File: src/rtl/s2b_window_cnt.sv
// s2b_window_cnt: counts ones of a stochastic bitstream over a 2^CNT_W-cycle window after an operand load and warm-up
module s2b_window_cnt #(
    parameter int CNT_W  = 8,
    parameter int WARMUP = 2
) (
    input  logic             clk,
    input  logic             rst_n,
    input  logic             start,
    input  logic             iBit,
    input  logic             iReady,
    output logic             oLoad,
    output logic             busy,
    output logic             oValid,
    output logic [CNT_W:0]   oCount
);
    typedef enum logic [2:0] {S_IDLE, S_LOAD, S_WARM, S_RUN, S_DONE} state_t;

    localparam logic [3:0] WARM_LAST = (WARMUP > 0) ? 4'(WARMUP - 1) : 4'd0;

    state_t           r_state;
    state_t           w_next;
    logic [3:0]       r_warm;
    logic [CNT_W-1:0] r_win;
    logic [CNT_W:0]   r_ones;
    logic [CNT_W:0]   r_count;
    logic [CNT_W:0]   w_bit_ext;
    logic             w_warm_done;
    logic             w_win_last;
    logic             w_run_entry;

    assign w_bit_ext   = {{CNT_W{1'b0}}, iBit};
    assign w_warm_done = (r_warm == WARM_LAST);
    assign w_win_last  = &r_win;
    assign w_run_entry = (w_next == S_RUN) && (r_state != S_RUN);

    // state register
    always_ff @(posedge clk or negedge rst_n) begin
        if (!rst_n)
            r_state <= S_IDLE;
        else
            r_state <= w_next;
    end

    // next-state decode
    always_comb begin
        w_next = r_state;
        case (r_state)
            S_IDLE:  w_next = start ? S_LOAD : S_IDLE;
            S_LOAD:  w_next = (WARMUP > 0) ? S_WARM : S_RUN;
            S_WARM:  w_next = w_warm_done ? S_RUN : S_WARM;
            S_RUN:   w_next = w_win_last ? S_DONE : S_RUN;
            S_DONE:  w_next = iReady ? S_IDLE : S_DONE;
            default: w_next = S_IDLE;
        endcase
    end

    // warm-up, window and ones counters; result captured on the last window edge
    always_ff @(posedge clk or negedge rst_n) begin
        if (!rst_n) begin
            r_warm  <= '0;
            r_win   <= '0;
            r_ones  <= '0;
            r_count <= '0;
        end else begin
            r_warm <= (r_state == S_WARM) ? r_warm + 4'd1 : 4'd0;
            if (w_run_entry) begin
                r_win  <= '0;
                r_ones <= '0;
            end else if (r_state == S_RUN) begin
                r_win  <= r_win + 1'b1;
                r_ones <= r_ones + w_bit_ext;
            end
            if (r_state == S_RUN && w_win_last)
                r_count <= r_ones + w_bit_ext;
        end
    end

    assign oLoad  = (r_state == S_LOAD);
    assign busy   = (r_state != S_IDLE);
    assign oValid = (r_state == S_DONE);
    assign oCount = r_count;
endmodule

File: config.mk
export PLATFORM = sky130hd
export DESIGN_NAME = s2b_window_cnt
export DESIGN_NICKNAME = d
export VERILOG_FILES = /design/src/rtl/s2b_window_cnt.sv
export SDC_FILE = /design/constraint.sdc
export NUM_CORES = 1
export LEC_CHECK = 0
export ABC_AREA = 1
export ABC_CLOCK_PERIOD_IN_PS = 2000
export BUFFER_PORTS_ARGS = -buffer_cell sky130_fd_sc_hd__buf_2
export CORE_ASPECT_RATIO = 1.5
export CORE_MARGIN = 3
export CORE_UTILIZATION = 55
export CTS_BUF_LIST = sky130_fd_sc_hd__clkbuf_8
export DETAILED_ROUTE_END_ITERATION = 10
export PLACE_DENSITY = 0.75
export SLEW_MARGIN = 20
export SYNTH_ARGS = -nofsm -noshare
export SYNTH_HDL_FRONTEND = slang
export SYNTH_SLANG_ARGS = --single-unit
File: constraint.sdc
create_clock -name clk -period 2 [get_ports clk]
set_clock_uncertainty 0.15 [all_clocks]
set_input_delay 0.2 -clock clk [delete_from_list [all_inputs] [get_ports clk]]
set_output_delay 0.2 -clock clk [all_outputs]
set_load 0.05 [all_outputs]
# After elaboration in Yosys (flattened, before gate mapping)
# Index checks and enable logic that the tools add are counted.
dict set report classes {
  reduce_logical 6
  addsub 3
  n_mux 10
  n_eq_ne 7
}
# operator count
set ops {}
lappend ops {{$mux W9} 2}
lappend ops {{$mux W8} 2}
lappend ops {{$pmux W3 S5} 1}
lappend ops {{$add A9 B1 Y9} 1}
lappend ops {{$eq A3 B2 Y1 const B} 3}
lappend ops {{$add A8 B1 Y8 const B} 1}
lappend ops {{$reduce_and A8 Y1} 1}
lappend ops {{$mux W3} 2}
lappend ops {{$add A4 B1 Y4 const B} 1}
lappend ops {{$eq A4 B1 Y1 const B} 1}
lappend ops {{$mux W4} 1}
lappend ops {{$eq A3 B1 Y1 const B} 1}
lappend ops {{$eq A3 B3 Y1 const B} 1}
lappend ops {{$logic_not A3 Y1} 1}
lappend ops {{$ne A3 B2 Y1 const B} 1}
lappend ops {{$reduce_bool A3 Y1} 1}
lappend ops {{$logic_and A1 B1 Y1} 2}
lappend ops {{$mux W1} 2}
lappend ops {{$reduce_bool A2 Y1} 1}
dict set report totals {
  ff_bits 33
  in_bits 5
}

# Longest topological paths before layout
dict set report depth {
  word_depth 6
  mapped_depth 9
  mapped_depth_nobuf 9
}

# Worst setup path before layout
# OpenSTA, ideal clock, no wires.
dict set report synth_path {
  path_kind {register to register}
  from {register r_state[1]}
  to {register r_state[1]}
  setup_slack_ns 0.022
  path_stages_with_launch 3
  required_ns 1.778
  synth_period_minus_slack_ns 1.978
  t_arrival_ns 1.755
  n_path_buf 0
  path_cell_list {dfrtp_1 nor3_1 nand3b_1}
}
dict set report synth_between {
  elab_chain_cells 2
}
# item line_no
set synth_lines {}
lappend synth_lines {{from (decl)} 20} ;# state_t r_state;
lappend synth_lines {{from (signal assigned)} 41} ;# r_state <= w_next;
lappend synth_lines {{$eq A3 B1 Y1} --}
lappend synth_lines {{named net oLoad} 11} ;# output logic oLoad,
lappend synth_lines {{$pmux W3 S5} 47} ;# case (r_state)
lappend synth_lines {{named net w_next[1]} 21} ;# state_t w_next;
# The timed path passes the listed nets, and every way through them passes these cells.
# A chain may end at the register's enable or synchronous reset.

# Worst setup path in the final report
dict set report layout_path {
  from {register r_state[1]}
  to {output oValid}
}
dict set report layout_between {
  elab_chain_cells 1
}
# item line_no
set layout_lines {}
lappend layout_lines {{$eq A3 B3 Y1} 80} ;# assign oValid = (r_state == S_DONE);
lappend layout_lines {{to (decl)} 13} ;# output logic oValid,
# Every way passes these cells.

==> reports/results.tsv <==
stage	metric	value	unit
critical_path	arrival	1.33	ns
cts	worstSkewPairLatency	0.28	ns
power	switching_share	0.385	
placed_design	port_buffers	16	
drt	via_per_inst	5.23	
yosys	netlist_area	0.00175	mm2
hold_path	hold_path.class	in2reg	
floorplanning	rows	24	
timing	tns	0	ns
timing	max_freq	0.597	GHz
cts	clockBufferDepth	2	
cts	cts_root_buf	clkbuf_8	
power	clock_power_share	0.244	
drt	drc	0	
timing	slew_headroom	0.526	
yosys	synth_seq_cells	33	
placed_design	place_ws	0.311	ns
floorplanning	boundaryPins	17	
global_route	grt_max_degree	34	
power	ir_drop	0.795	mV
timing	max_slew.worst_pin.slew	0.711	ns
drt	drt_iter0_markers	28	
cts	clk_pin_slew	0.06	ns
finish	layout_commonest_cell	nand2_1	
power	total_leakage_power	0.959	nW
finish	final_cell_mix	nand2_1, dfrtp_1, inv_1	
power	power_switching	0.722	mW
yosys	synth_cell_types	28	
outcome	status	finished, final reports clean	
yosys	yosys_warnings	0	
power	p_int	1.15	mW
power	p_per_area	980	mW/mm2
timing	setup_violations	0	
critical_path	critPathKind	reg2out	
global_route	grt_pass1_wl	5770	um
floorplanning	start_util	0.587	
global_route	grtUsageTotal	0.205	
timing	post-route-period-util	0.838	
yosys	ys_seq_area_frac	0.473	
floorplanning	die_area	0.00390	mm2
power	seqPwrFrac	0.454	
global_route	antenna_found_initial	0	
placed_design	dp_hpwl	2410	um
critical_path	cp_max_fo	4	
cts	cts_buffers	5	
finish	nets	233	
cts	cts.sinks	33	
yosys	syn_avg_cell_area	8.64	um2
finish	drive_above_1_share	0.161	
finish	diodes	0	
cts	tritoncts	built	
finish	final_core_util	0.644	
drt	wl_per_cell	13.0	um
placed_design	gp_congestion	0.810	
drt	wl	3410	um
critical_path	crit_path_end_kind	primary output	
critical_path	critPathLaunchType	flip-flop	
floorplanning	chipHeight	75.0	um
finish	syn_to_final_growth	9.68	%
global_route	grt_pass1_vias	1315	
drt	firstDrtPassIters	4	
critical_path	crit_required	1.65	ns
drt	num_vias	1376	
floorplanning	die_width	52.0	um
global_route	overflow	0	
yosys	synth_nets	212	
power	pwr-share-comb	0.302	
cts	cts_resized	0	
drt	final_antenna_net_count	0	
timing	slew_viol_final	0	
finish	fillCellCount	258	
timing	hold_viol	0	
yosys	syn_inst	202	
timing	setup_slack	0.324	ns
floorplanning	core_area	0.00297	mm2
timing	rsz0062_at_grt	false	
cts	htreeDepth	2	
flow_run	max_cap_viol_count	0	
timing	fin_crit	1.68	ns
-- sequential cells by signal (all words and copies together) (netlist names) --
signal   count
oCount       9
r_ones       9
r_state      3
r_warm       4
r_win        8
-- area by class of cell --
type | instances | area (um2) | share of cell area
clock inverter | 3 | 11.3 | 0.00588
sequential | 33 | 826 | 0.431
tap | 39 | 48.8 | 0.0255
multi-input combinational | 145 | 779 | 0.407
clock buffer | 5 | 68.8 | 0.0359
inverter | 20 | 80.1 | 0.0418
timing repair buffer | 18 | 100 | 0.0523
-- worst paths after layout --
kind,cells past startpoint,slack (ns),start,end
worst max-delay path,4,0.32,r_state[1]$_DFF_PN0_,oValid
worst min-delay path,3,0.03,start,r_state[0]$_DFF_PN0_
worst max register to register,6,0.34,r_state[2]$_DFF_PN0_,oCount[1]$_DFFE_PN0P_
worst min register to register,2,0.33,oCount[7]$_DFFE_PN0P_,oCount[7]$_DFFE_PN0P_
max in group asynchronous,2,0.87,rst_n,r_warm[2]$_DFF_PN0_
min in group asynchronous,2,0.36,rst_n,r_ones[5]$_DFFE_PN0P_
-- stage by stage --
step	hold slack (ns)	power [mW]	cells	area (um2)
6_report	0.0270	1.88	263	1910
5_1_grt	0.0406	2.01	263	1910
4_1_cts	0.0149	1.90	263	1910
3_5_place_dp	0.147	1.43	253	1810
3_3_place_gp	0.135	1.41	253	1810
2_1_floorplan	-0.246	1.40	202	1750
-- critical path, stage by stage, from the launching register on --
cell and delay (ns):
dfrtp_1 0.43, nor2_1 0.20, inv_1 0.08, nor2_1 0.08, buf_2 0.26
-- per-layer routing --
metal,part of all wire,vias up,routed length (um),GRT usage
met1,0.38,650,1280,0.198
met4,0.024,0,83,0.0962
met3,0.035,8,119,0.0594
met5,0,-,0,0
met2,0.56,23,1920,0.389
li1,-,695,-,-
-- synthesized netlist by cell type (all sizes together) --
cell     n  area [um2]
dfrtp   33         826
clkbuf   1        13.8
o21ai    5        25.0
nor3     1        5.00
or2      1        6.26
nand2   69         279
nor2    21         111
buf      3        46.3
o31ai    1        7.51
xor2     4        35.0
ha       5        62.6
inv     20        80.1
xnor2    2        17.5
nand3b   3        22.5
nand4   15         100
nand3   18         108
-- power groups by stage --
stage | logic [mW] | clock network [mW] | registers [mW]
after global routing | 0.653 | 0.496 | 0.860
after floorplan | 0.559 | 0 | 0.842
after CTS | 0.575 | 0.474 | 0.849
final | 0.566 | 0.458 | 0.851
after detailed placement | 0.572 | 0 | 0.860
after global placement | 0.554 | 0 | 0.855
-- timing repair --
item,4_1_cts,5_1_grt
hold buffers,2,0
endpoints found under the hold margin,34,0
buffers inserted,0,0
-- logic make-up after synthesis --
kind of cell	share of synthesized area
buffers and inverters	0.0803
AO/OA/AOI/OAI	0.0186
flip-flops	0.473
adder cells (fa/ha/maj)	0.0358
XOR/XNOR	0.0301
AND/OR/NAND/NOR	0.362
No activity file was read; power rests on OpenSTA's default activity.
